==> src/rtl/wb_fabric_pkg.sv <==
// Shared types and constants for the single-master Wishbone fabric.
// Holds the FSM encoding, the default error read data and the slave-count limit.
package wb_fabric_pkg;

    typedef enum logic [1:0] {
        ST_IDLE = 2'd0,
        ST_BUSY = 2'd1,
        ST_RESP = 2'd2,
        ST_ERR  = 2'd3
    } state_t;

    localparam logic [31:0] ERR_DATA_DEFAULT = 32'hBADB_AD00;
    localparam int          MAX_SLAVES       = 8;

    // Slave-select field width; one bit even for a single slave so index 1 can be flagged.
    function automatic int sel_width(input int n);
        int n_lim;
        n_lim = (n > MAX_SLAVES) ? MAX_SLAVES : n;
        return (n_lim <= 1) ? 1 : $clog2(n_lim);
    endfunction

endpackage

==> src/rtl/wb_fabric_timeout.sv <==
// Busy-cycle watchdog: cleared on load, counts while enabled, flags the last allowed cycle.
// Expiry is combinational so the FSM can still let a same-cycle slave ack win.
module wb_fabric_timeout
    import wb_fabric_pkg::*;
#(
    parameter int TIMEOUT_CYC = 255
) (
    input  logic i_clk,
    input  logic i_rst,
    input  logic i_load,
    input  logic i_en,
    output logic o_expire
);

    localparam int              CNT_W = $clog2(TIMEOUT_CYC + 1);
    localparam logic [CNT_W-1:0] LAST = CNT_W'(TIMEOUT_CYC - 1);

    logic [CNT_W-1:0] r_cnt;

    // NOTE: sequential state uses non-blocking assignments so every flop samples pre-edge values.
    always_ff @(posedge i_clk) begin
        if (i_rst) begin
            r_cnt <= '0;
        end else if (i_load) begin
            r_cnt <= '0;
        end else if (i_en) begin
            r_cnt <= r_cnt + CNT_W'(1);
        end
    end

    assign o_expire = i_en && (r_cnt == LAST);

endmodule

==> src/rtl/wb_fabric.sv <==
// Single-master to NUM_SLAVES Wishbone decoder with one outstanding transfer,
// registered master ack, unmapped/timeout error responses and a saturating error count.
module wb_fabric
    import wb_fabric_pkg::*;
#(
    parameter int          NUM_SLAVES  = 4,
    parameter int          SLV_ADR_W   = 9,
    parameter int          SEL_LSB     = 10,
    parameter int          TIMEOUT_CYC = 255,
    parameter logic [31:0] ERR_DATA    = ERR_DATA_DEFAULT
) (
    input  logic                    wb_clk_i,
    input  logic                    wb_rst_i,
    input  logic                    m_wb_cyc_i,
    input  logic                    m_wb_stb_i,
    input  logic                    m_wb_we_i,
    input  logic [31:0]             m_wb_adr_i,
    input  logic [31:0]             m_wb_dat_i,
    input  logic [3:0]              m_wb_sel_i,
    output logic                    m_wb_ack_o,
    output logic [31:0]             m_wb_dat_o,
    output logic                    m_wb_err_o,
    output logic [NUM_SLAVES-1:0]   s_wb_cyc_o,
    output logic [NUM_SLAVES-1:0]   s_wb_stb_o,
    output logic [NUM_SLAVES-1:0]   s_wb_we_o,
    output logic [SLV_ADR_W-1:0]    s_wb_adr_o,
    output logic [31:0]             s_wb_dat_o,
    output logic [3:0]              s_wb_sel_o,
    input  logic [32*NUM_SLAVES-1:0] s_wb_dat_i,
    input  logic [NUM_SLAVES-1:0]   s_wb_ack_i,
    output logic [7:0]              err_cnt_o
);

    localparam int             SEL_W     = sel_width(NUM_SLAVES);
    localparam logic [SEL_W:0] SLV_LIMIT = (SEL_W + 1)'(NUM_SLAVES);

    state_t               r_state, w_next;
    logic [SEL_W-1:0]     r_index;
    logic [SLV_ADR_W-1:0] r_adr;
    logic [31:0]          r_dat, r_mdat;
    logic [3:0]           r_sel;
    logic                 r_we, r_ack, r_err;
    logic [7:0]           r_err_cnt;

    logic [SEL_W-1:0] w_index;
    logic             w_req, w_mapped, w_busy, w_load, w_expire, w_slv_ack;
    logic [31:0]      w_slv_dat;
    logic             w_unused;

    assign w_req    = m_wb_cyc_i & m_wb_stb_i;
    assign w_index  = m_wb_adr_i[SEL_LSB +: SEL_W];
    assign w_mapped = ({1'b0, w_index} < SLV_LIMIT);
    assign w_busy   = (r_state == ST_BUSY);
    assign w_load   = (r_state == ST_IDLE) && w_req;
    assign w_unused = ^m_wb_adr_i;

    // NOTE: every combinational output gets a default before the loop/case, so no latch is inferred.
    always_comb begin
        w_slv_dat  = '0;
        w_slv_ack  = 1'b0;
        s_wb_cyc_o = '0;
        s_wb_we_o  = '0;
        for (int i = 0; i < NUM_SLAVES; i++) begin
            if (r_index == SEL_W'(i)) begin
                w_slv_dat     = s_wb_dat_i[i*32 +: 32];
                w_slv_ack     = s_wb_ack_i[i];
                s_wb_cyc_o[i] = w_busy;
                s_wb_we_o[i]  = w_busy & r_we;
            end
        end
    end

    assign s_wb_stb_o = s_wb_cyc_o;

    wb_fabric_timeout #(
        .TIMEOUT_CYC(TIMEOUT_CYC)
    ) u_timeout (
        .i_clk   (wb_clk_i),
        .i_rst   (wb_rst_i),
        .i_load  (w_load),
        .i_en    (w_busy),
        .o_expire(w_expire)
    );

    always_ff @(posedge wb_clk_i) begin
        if (wb_rst_i) r_state <= ST_IDLE;
        else          r_state <= w_next;
    end

    // A master abort outranks a slave ack, and a slave ack outranks the timeout.
    always_comb begin
        w_next = r_state;
        case (r_state)
            ST_IDLE: if (w_req) w_next = w_mapped ? ST_BUSY : ST_ERR;
            ST_BUSY: begin
                if (!m_wb_cyc_i)    w_next = ST_IDLE;
                else if (w_slv_ack) w_next = ST_RESP;
                else if (w_expire)  w_next = ST_ERR;
            end
            default: w_next = ST_IDLE;
        endcase
    end

    always_ff @(posedge wb_clk_i) begin
        if (wb_rst_i) begin
            r_index   <= '0;
            r_adr     <= '0;
            r_dat     <= '0;
            r_sel     <= '0;
            r_we      <= 1'b0;
            r_ack     <= 1'b0;
            r_err     <= 1'b0;
            r_mdat    <= '0;
            r_err_cnt <= '0;
        end else begin
            if (w_load) begin
                r_index <= w_index;
                r_adr   <= m_wb_adr_i[SLV_ADR_W+1:2];
                r_dat   <= m_wb_dat_i;
                r_sel   <= m_wb_sel_i;
                r_we    <= m_wb_we_i;
            end
            r_ack <= (w_next == ST_RESP) || (w_next == ST_ERR);
            r_err <= (w_next == ST_ERR);
            case (w_next)
                ST_RESP: r_mdat <= w_slv_dat;
                ST_ERR:  r_mdat <= ERR_DATA;
                default: r_mdat <= '0;
            endcase
            if ((w_next == ST_ERR) && (r_err_cnt != 8'hFF)) begin
                r_err_cnt <= r_err_cnt + 8'd1;
            end
        end
    end

    assign m_wb_ack_o = r_ack;
    assign m_wb_err_o = r_err;
    assign m_wb_dat_o = r_mdat;
    assign s_wb_adr_o = r_adr;
    assign s_wb_dat_o = r_dat;
    assign s_wb_sel_o = r_sel;
    assign err_cnt_o  = r_err_cnt;

endmodule

==> config.mk <==
export PLATFORM = sky130hd
export DESIGN_NAME = wb_fabric
export DESIGN_NICKNAME = d
export VERILOG_FILES = /design/src/rtl/wb_fabric_pkg.sv /design/src/rtl/wb_fabric_timeout.sv /design/src/rtl/wb_fabric.sv
export SDC_FILE = /design/constraint.sdc
export NUM_CORES = 1
export LEC_CHECK = 0
export BUFFER_PORTS_ARGS = -buffer_cell sky130_fd_sc_hd__buf_2
export CAP_MARGIN = 10
export CORE_AREA = 4 4 116 118
export CTS_CLUSTER_DIAMETER = 150
export DETAILED_ROUTE_END_ITERATION = 7
export DIE_AREA = 0 0 120 122
export GPL_TIMING_DRIVEN = 0
export PLACE_DENSITY_LB_ADDON = 0.12
export SYNTH_ARGS = -nofsm -noshare
export SYNTH_HDL_FRONTEND = slang
export SYNTH_SLANG_ARGS = --single-unit
==> constraint.sdc <==
create_clock -name wb_clk_i -period 4 [get_ports wb_clk_i]
set_input_delay 0 -clock wb_clk_i [delete_from_list [all_inputs] [get_ports wb_clk_i]]
set_output_delay 0 -clock wb_clk_i [all_outputs]
set_load 0.02 [all_outputs]
==> flow_metrics.py, run 1 <==
metrics = {
    "status": {
        "outcome": "complete, no violations",
    },
    "logic_synthesis": {
        "yosysMostFrequentCell": "nand2_1",
        "synth_edf_count": 0,
        "async_reset_ff_frac": 0,
        "synth_seq_area_share": 0.4637,
        "synth_top_area_frac": 0.4637,
        "synth.area.top_cells": "dfxtp_1 (46%), mux4_2 (17%), nand2_1 (9.0%), a21oi_1 (6.4%), o21a_1 (3.2%)",
        "yosys_warnings": 0,
        "ys_seq_elements": 99,
        "synth_top_area_cell": "dfxtp_1",
        "synth.distinct_cells": 38,
        "synth_commonest_cells": "nand2_1 (102), dfxtp_1 (99), a21oi_1 (55)",
        "netlist_area_um2": 4274,
        "ys.flop_type": "dfxtp_1",
        "syn_inst": 437,
        "synth_area_per_cell_um2": 9.781,
        "synth_nets": 645,
    },
    "sta": {
        "rsz0062_at_grt": "false",
        "fin_crit_ns": 2.500,
        "holdWs_ns": 0.03445,
        "max_freq_ghz": 0.4000,
        "setup-tns-final_ns": 0,
        "clock_skew_ns": 0.003054,
        "report.final.slew_viol_count": 0,
        "fin_crit_sh": 0.6250,
        "fin_ws_ns": 1.500,
        "finalHoldViolCount": 0,
        "tightest_slew_ns": 0.7960,
        "finalSetupViolations": 0,
        "max_slew_margin": 0.4693,
    },
    "global_route": {
        "grt_pass1_wl_um": 22840,
        "track_usage": 0.1943,
        "grt_max_degree": 15,
        "grt_antenna_before_repair": 0,
        "grt.overflow.total": 0,
        "grt_pass1_vias": 4638,
    },
    "clock_network": {
        "cts_resized": 0,
        "cts-root-buf": "clkbuf_16",
        "clkTransAtPathRegs_ns": 0.06,
        "clock_sinks": 99,
        "cts_setup_buffers": 0,
        "cts_tree": "yes",
        "htree_levels": 3,
        "worst_skew_pair.late_latency_ns": 0.33,
        "numCtsBuffers": 9,
        "clk_path_buf_depth": 2,
    },
    "detailed_routing": {
        "route.detailed.drc": 0,
        "final_antenna_net_count": 0,
        "wl_per_cell_um": 15.36,
        "drt_iter0_drc": 163,
        "vias": 4614,
        "finalWirelength_um": 14620,
        "avgViaCountPerCell": 4.847,
        "drtPass1Iterations": 6,
    },
    "place": {
        "place_ws_ns": 1.468,
        "dpl_cell_area_um2": 5896,
        "io_buffers": 281,
        "gp_congestion": 0.8467,
        "dpl.hpwl_um": 11600,
        "place_inst": 890,
    },
    "floorplan": {
        "die_h_um": 122,
        "rows": 41,
        "die_width_um": 120,
        "io_pins": 304,
        "core_um2": 12470,
        "start_util": 0.3429,
        "fp.dieArea_um2": 14640,
    },
    "finish": {
        "area_delta_synth_final_pct": 55.50,
        "n_antenna_cell": 0,
        "drive_above_1_share": 0.4308,
        "instances_no_fill": 952,
        "nets": 984,
        "design_area_um2": 6646,
    },
    "pwr": {
        "power_density_nw_per_um2": 329.3,
        "leakage_nw": 3.075,
        "ir_drop_uv": 223.5,
    },
    "setup_path": {
        "crit_type": "reg2reg",
        "crit_path_end_kind": "register",
        "crit_path_start_kind": "register",
        "crit_arrival_ns": 2.77,
        "critPathMaxFanout": 10,
        "required_ns": 4.27,
    },
    "min_path": {
        "min_path_type": "in2reg",
    },
    "job": {
        "maxCapViolCount": 0,
    },
}
[path summary, 6_finish.rpt]
| check | slack [ns] | end | from | depth (start not counted) |
|---|---|---|---|---|
| setup / recovery | 1.50 | m_wb_dat_o[15] | r_index[0] | 6 |
| hold / removal | 0.03 | r_state[0] | wb_rst_i | 3 |
| setup reg to reg | 1.50 | m_wb_dat_o[15] | r_index[0] | 6 |
| hold reg to reg | 0.45 | s_wb_dat_o[10] | s_wb_dat_o[10] | 2 |
[stage by stage]
| step | utilization | total power [mW] |
|---|---|---|
| 6_report | 0.5332 | 2.189 |
| 5_1_grt | 0.5332 | 2.288 |
| 4_1_cts | 0.5332 | 2.217 |
| 3_5_place_dp | 0.4730 | 1.363 |
| 3_3_place_gp | 0.4730 | 1.357 |
| 2_1_floorplan | - | 1.212 |
[state kept, by name, summed over array words and instances (netlist names), 2 cells and up]
| name | cells |
|---|---|
| m_wb_dat_o | 32 |
| s_wb_dat_o | 32 |
| err_cnt_o | 8 |
| s_wb_adr_o | 8 |
| u_timeout.r_cnt | 8 |
| s_wb_sel_o | 4 |
| r_index | 2 |
| r_state | 2 |
[kinds of logic after synthesis]
logic type	after synthesis	share of synthesized area
mux	33	0.1739
fa+ha+maj	3	0.008783
xor+xnor	5	0.01025
buf+inv	44	0.04508
compound gates	85	0.1150
simple gates	168	0.1833
flops	99	0.4637
[cells in the final DEF (no fill, tap or decap), types with 3 or more instances in the layout]
cell type,synthesis,final
ha_1,3,3
mux4_2,33,33
and3_1,18,18
nor3b_1,3,3
xor2_1,3,3
o21a_1,18,18
inv_1,3,3
buf_1,5,5
a21oi_1,55,55
clkbuf_1,29,30
dlygate4sd3_1,0,47
o31ai_1,4,4
nand2_1,102,102
buf_2,1,282
nand4_1,4,4
buf_4,5,5
nand3_1,6,6
nor3_1,6,6
dfxtp_1,99,99
clkbuf_16,0,9
clkbuf_8,0,3
nor2_1,11,11
or4_1,4,4
o21ai_0,3,3
[cell type report]
type,count,area (µm²)
plain buffers,41,181.4
clock buffers,13,270.3
clock inverters,2,10.01
fillers,1174,5819
inverters,3,11.26
multi-input cells,294,2100
flip-flops and latches,99,1982
well taps,172,215.2
repair buffers,328,1877
[critical path, stage by stage (launching register included)]
cell and delay [ns]:
dfxtp_1 0.35, buf_6 0.14, mux4_2 0.54, clkbuf_1 0.25, o21ai_1 0.55, clkbuf_1 0.41, o21a_1 0.21
[per-layer routing]
| metal | up-vias | track usage | routed length (µm) |
|---|---|---|---|
| li1 | 2222 | - | - |
| met2 | 216 | 0.3428 | 7225 |
| met3 | 24 | 0.05803 | 1364 |
| met4 | 0 | 0.06943 | 310 |
| met1 | 2152 | 0.2239 | 5723 |
| met5 | - | 0 | 0 |
[where the power goes]
part	switching, mW	internal [mW]
sequential	0.0128	1.01
combinational	0.166	0.183
clock	0.347	0.467
[timing repair]
action                                  4_1_cts  5_1_grt
hold buffers                                 47        0
hold endpoints to repair                     47        0
endpoints found under the setup margin        0        0
(Power assumes the default switching activity.)
==> run 2, diff against run 1 <==
Settings changed: ABC_AREA from default to 1, CORE_AREA 4 4 116 118 to 4 4 115 117, DIE_AREA 0 0 120 122 to 0 0 119 121.
Clock period 4 ns to 2.5 ns, I/O delays scaled along.
==> run 2 against run 1 <==
Sequential share of layout area decreased by 1.7 points. Clock-buffer cell count is 3 lower. Area after synthesis grew 1.6%. Clock power increased by 86%. Critical endpoint is now m_wb_dat_o[25]. Combinational power increased by 120%.
==> flow_metrics.py, run 2 <==
metrics = {
    "clock_network": {
        "cts-root-buf": "clkbuf_16",
        "numCtsBuffers": 9,
        "worst_skew_pair.late_latency_ns": 0.34,
        "clock_sinks": 99,
        "clk_path_buf_depth": 2,
        "cts_tree": "yes",
        "clkTransAtPathRegs_ns": 0.07,
        "htree_levels": 3,
    },
    "logic_synthesis": {
        "synth.distinct_cells": 33,
        "ys_seq_elements": 99,
        "synth_seq_area_share": 0.4562,
        "async_reset_ff_frac": 0,
        "synth_nets": 800,
        "synth_commonest_cells": "nor2_1 (129), dfxtp_1 (99), o21ai_0 (91)",
        "synth_top_area_cell": "dfxtp_1",
        "syn_inst": 592,
        "synth.area.top_cells": "dfxtp_1 (46%), nor2_1 (11%), o21ai_0 (10%), nand2_1 (6.7%), nand3_1 (3.3%)",
        "synth_top_area_frac": 0.4562,
        "yosysMostFrequentCell": "nor2_1",
        "synth_area_per_cell_um2": 7.338,
        "ys.flop_type": "dfxtp_1",
        "yosys_warnings": 0,
        "netlist_area_um2": 4344,
        "synth_edf_count": 0,
    },
    "global_route": {
        "track_usage": 0.2359,
        "grt_max_degree": 17,
        "grt.overflow.total": 0,
        "grt_antenna_before_repair": 1,
        "grt_pass1_vias": 5496,
        "grt_pass1_wl_um": 27060,
    },
    "setup_path": {
        "critPathMostFrequentCell": "nor2_1",
        "reg2reg_from": "r_index[0]",
        "crit_arrival_ns": 2.44,
        "worstRegToRegCells": 8,
        "r2r_slack_ns": 0.30,
        "path_cells": "buf_4 -> buf_2 -> nand2_1 -> nor2_1 -> nor2_1 -> a221oi_1 -> dlygate4sd3_1 -> a21oi_1",
        "crit_path_end_kind": "register",
        "rr_endpoint": "m_wb_dat_o[25]",
        "path_buf_inv": 3,
        "critPathMaxFanout": 10,
        "crit_path_start_kind": "register",
        "crit_type": "reg2reg",
        "critPathMaxStageDelay_ns": 0.59,
        "path_delay_family": "buffers and inverters",
        "cp_slowest_cell": "dlygate4sd3_1",
        "required_ns": 2.73,
    },
    "floorplan": {
        "fp.dieArea_um2": 14400,
        "io_pins": 304,
        "rows": 41,
        "die_h_um": 121,
        "core_um2": 12360,
        "start_util": 0.3514,
        "die_width_um": 119,
    },
    "sta": {
        "max_freq_ghz": 0.4537,
        "fin_ws_ns": 0.2960,
        "finalSetupViolations": 0,
        "report.final.slew_viol_count": 0,
        "finalHoldViolCount": 0,
        "setup-tns-final_ns": 0,
        "fin_crit_sh": 0.8816,
        "fin_crit_ns": 2.204,
        "rsz0062_at_grt": "false",
        "max_slew_margin": 0.5600,
        "clock_skew_ns": 0.008175,
        "tightest_slew_ns": 0.6599,
    },
    "status": {
        "outcome": "complete, no violations",
    },
    "job": {
        "maxCapViolCount": 0,
    },
    "place": {
        "place_ws_ns": 0.5362,
        "dpl.hpwl_um": 12970,
        "gp_congestion": 0.9209,
        "place_inst": 1044,
        "io_buffers": 280,
    },
    "finish": {
        "area_delta_synth_final_pct": 62.30,
        "mostFrequentLayoutCell": "buf_2",
        "final_cell_mix": "buf_2 (284), nor2_1 (129), dfxtp_1 (99), o21ai_0 (91), nand2_1 (77)",
        "drive_above_1_share": 0.3361,
        "instances_no_fill": 1137,
        "nets": 1167,
        "num-fill-cells": 1131,
    },
    "min_path": {
        "hold_end": "m_wb_dat_o[18]",
        "hold_depth": 3,
        "holdCritStartpoint": "s_wb_dat_i[114]",
        "min_path_type": "in2reg",
    },
    "pwr": {
        "clock_power_share": 0.384,
        "leakage_nw": 3.495,
        "ir_drop_uv": 406.2,
        "power_density_nw_per_um2": 557.6,
        "combPwrFrac": 0.191,
        "p_sw_mw": 1.052,
        "p_sw_frac": 0.2675,
        "cell_internal_pwr_mw": 2.880,
        "p_seq_frac": 0.425,
    },
    "detailed_routing": {
        "final_antenna_net_count": 0,
        "wl_per_cell_um": 15.49,
        "drt_iter0_drc": 380,
        "avgViaCountPerCell": 4.813,
        "finalWirelength_um": 17610,
        "route.detailed.drc": 0,
        "vias": 5472,
        "drtPass1Iterations": 5,
    },
}
run 2: power by group through the flow:
stage	logic, mW	registers (mW)	clock network (mW)
after CTS	0.745	1.67	1.55
after global routing	0.826	1.68	1.60
after floorplan	0.273	1.77	0
final	0.753	1.67	1.51
after detailed placement	0.642	1.70	0
after global placement	0.634	1.70	0
run 2: logic make-up after synthesis:
kind of cell | Yosys count | share of synthesized area
AO/OA/AOI/OAI | 146 | 0.1869
XOR/XNOR | 6 | 0.01210
adder cells (fa/ha/maj) | 3 | 0.008641
buffers and inverters | 73 | 0.07690
flip-flops | 99 | 0.4562
AND/OR/NAND/NOR | 265 | 0.2592
run 2: per-layer routing:
layer  vias up  global-route usage  wire length (µm)
li1       2714                   -                 -
met1      2490              0.2619              6940
met2       235              0.4165              8750
met3        33             0.06527              1398
met4         0              0.1122               517
met5         -                   0                 0
run 2: layout make-up:
type                       count  area [µm²]  share of cell area
clock buffer                  10       239.0             0.03390
sequential                    99        1982              0.2811
inverter                      31       118.9             0.01686
antenna                        1       2.502           0.0003549
buffer                        42       216.5             0.03070
timing repair buffer         356        2162              0.3067
clock inverter                 6       86.33             0.01224
multi-input combinational    420        2028              0.2877
tap                          172       215.2             0.03052
run 2: through the flow:
| step | hold slack [ns] | cell area (µm²) | total power [mW] | utilization |
|---|---|---|---|---|
| finish | 0.01343 | 7051 | 3.932 | 0.5703 |
| global route | 0.01770 | 7051 | 4.106 | 0.5703 |
| CTS | 0.001746 | 7047 | 3.960 | 0.5700 |
| detailed placement | 0.2273 | 5961 | 2.346 | 0.4821 |
| global placement | 0.2222 | 5961 | 2.335 | 0.4821 |
| floorplan | 0.1349 | 4344 | 2.044 | - |
run 2: worst max-delay path by stage:
stage,startpoint,end,slack [ns],cells after the start
after detailed placement,r_index[0],s_wb_stb_o[3],0.54,7
final,r_index[0],m_wb_dat_o[25],0.30,8
after floorplan,err_cnt_o[1],err_cnt_o[0],1.02,8
after global routing,r_index[0],m_wb_dat_o[27],0.13,8
after global placement,r_index[0],s_wb_stb_o[3],0.57,7
after CTS,r_index[0],s_wb_stb_o[3],0.15,7
run 2: worst register-to-register path: cells and delay by family (launching register included):
| family | cells | cell delay (ns) |
|---|---|---|
| buffers and inverters | 3 | 0.97 |
| AOI/OAI and AO/OA | 2 | 0.29 |
| DFF | 1 | 0.33 |
| and+or+nand+nor | 3 | 0.51 |
run 2: what timing repair did:
| item | 4_1_cts | 5_1_grt |
|---|---|---|
| setup endpoints to repair | 0 | 1 |
| setup buffers | 0 | 0 |
| hold buffers | 76 | 0 |
| gates resized for setup | 0 | 2 |
| hold endpoints to repair | 70 | 0 |
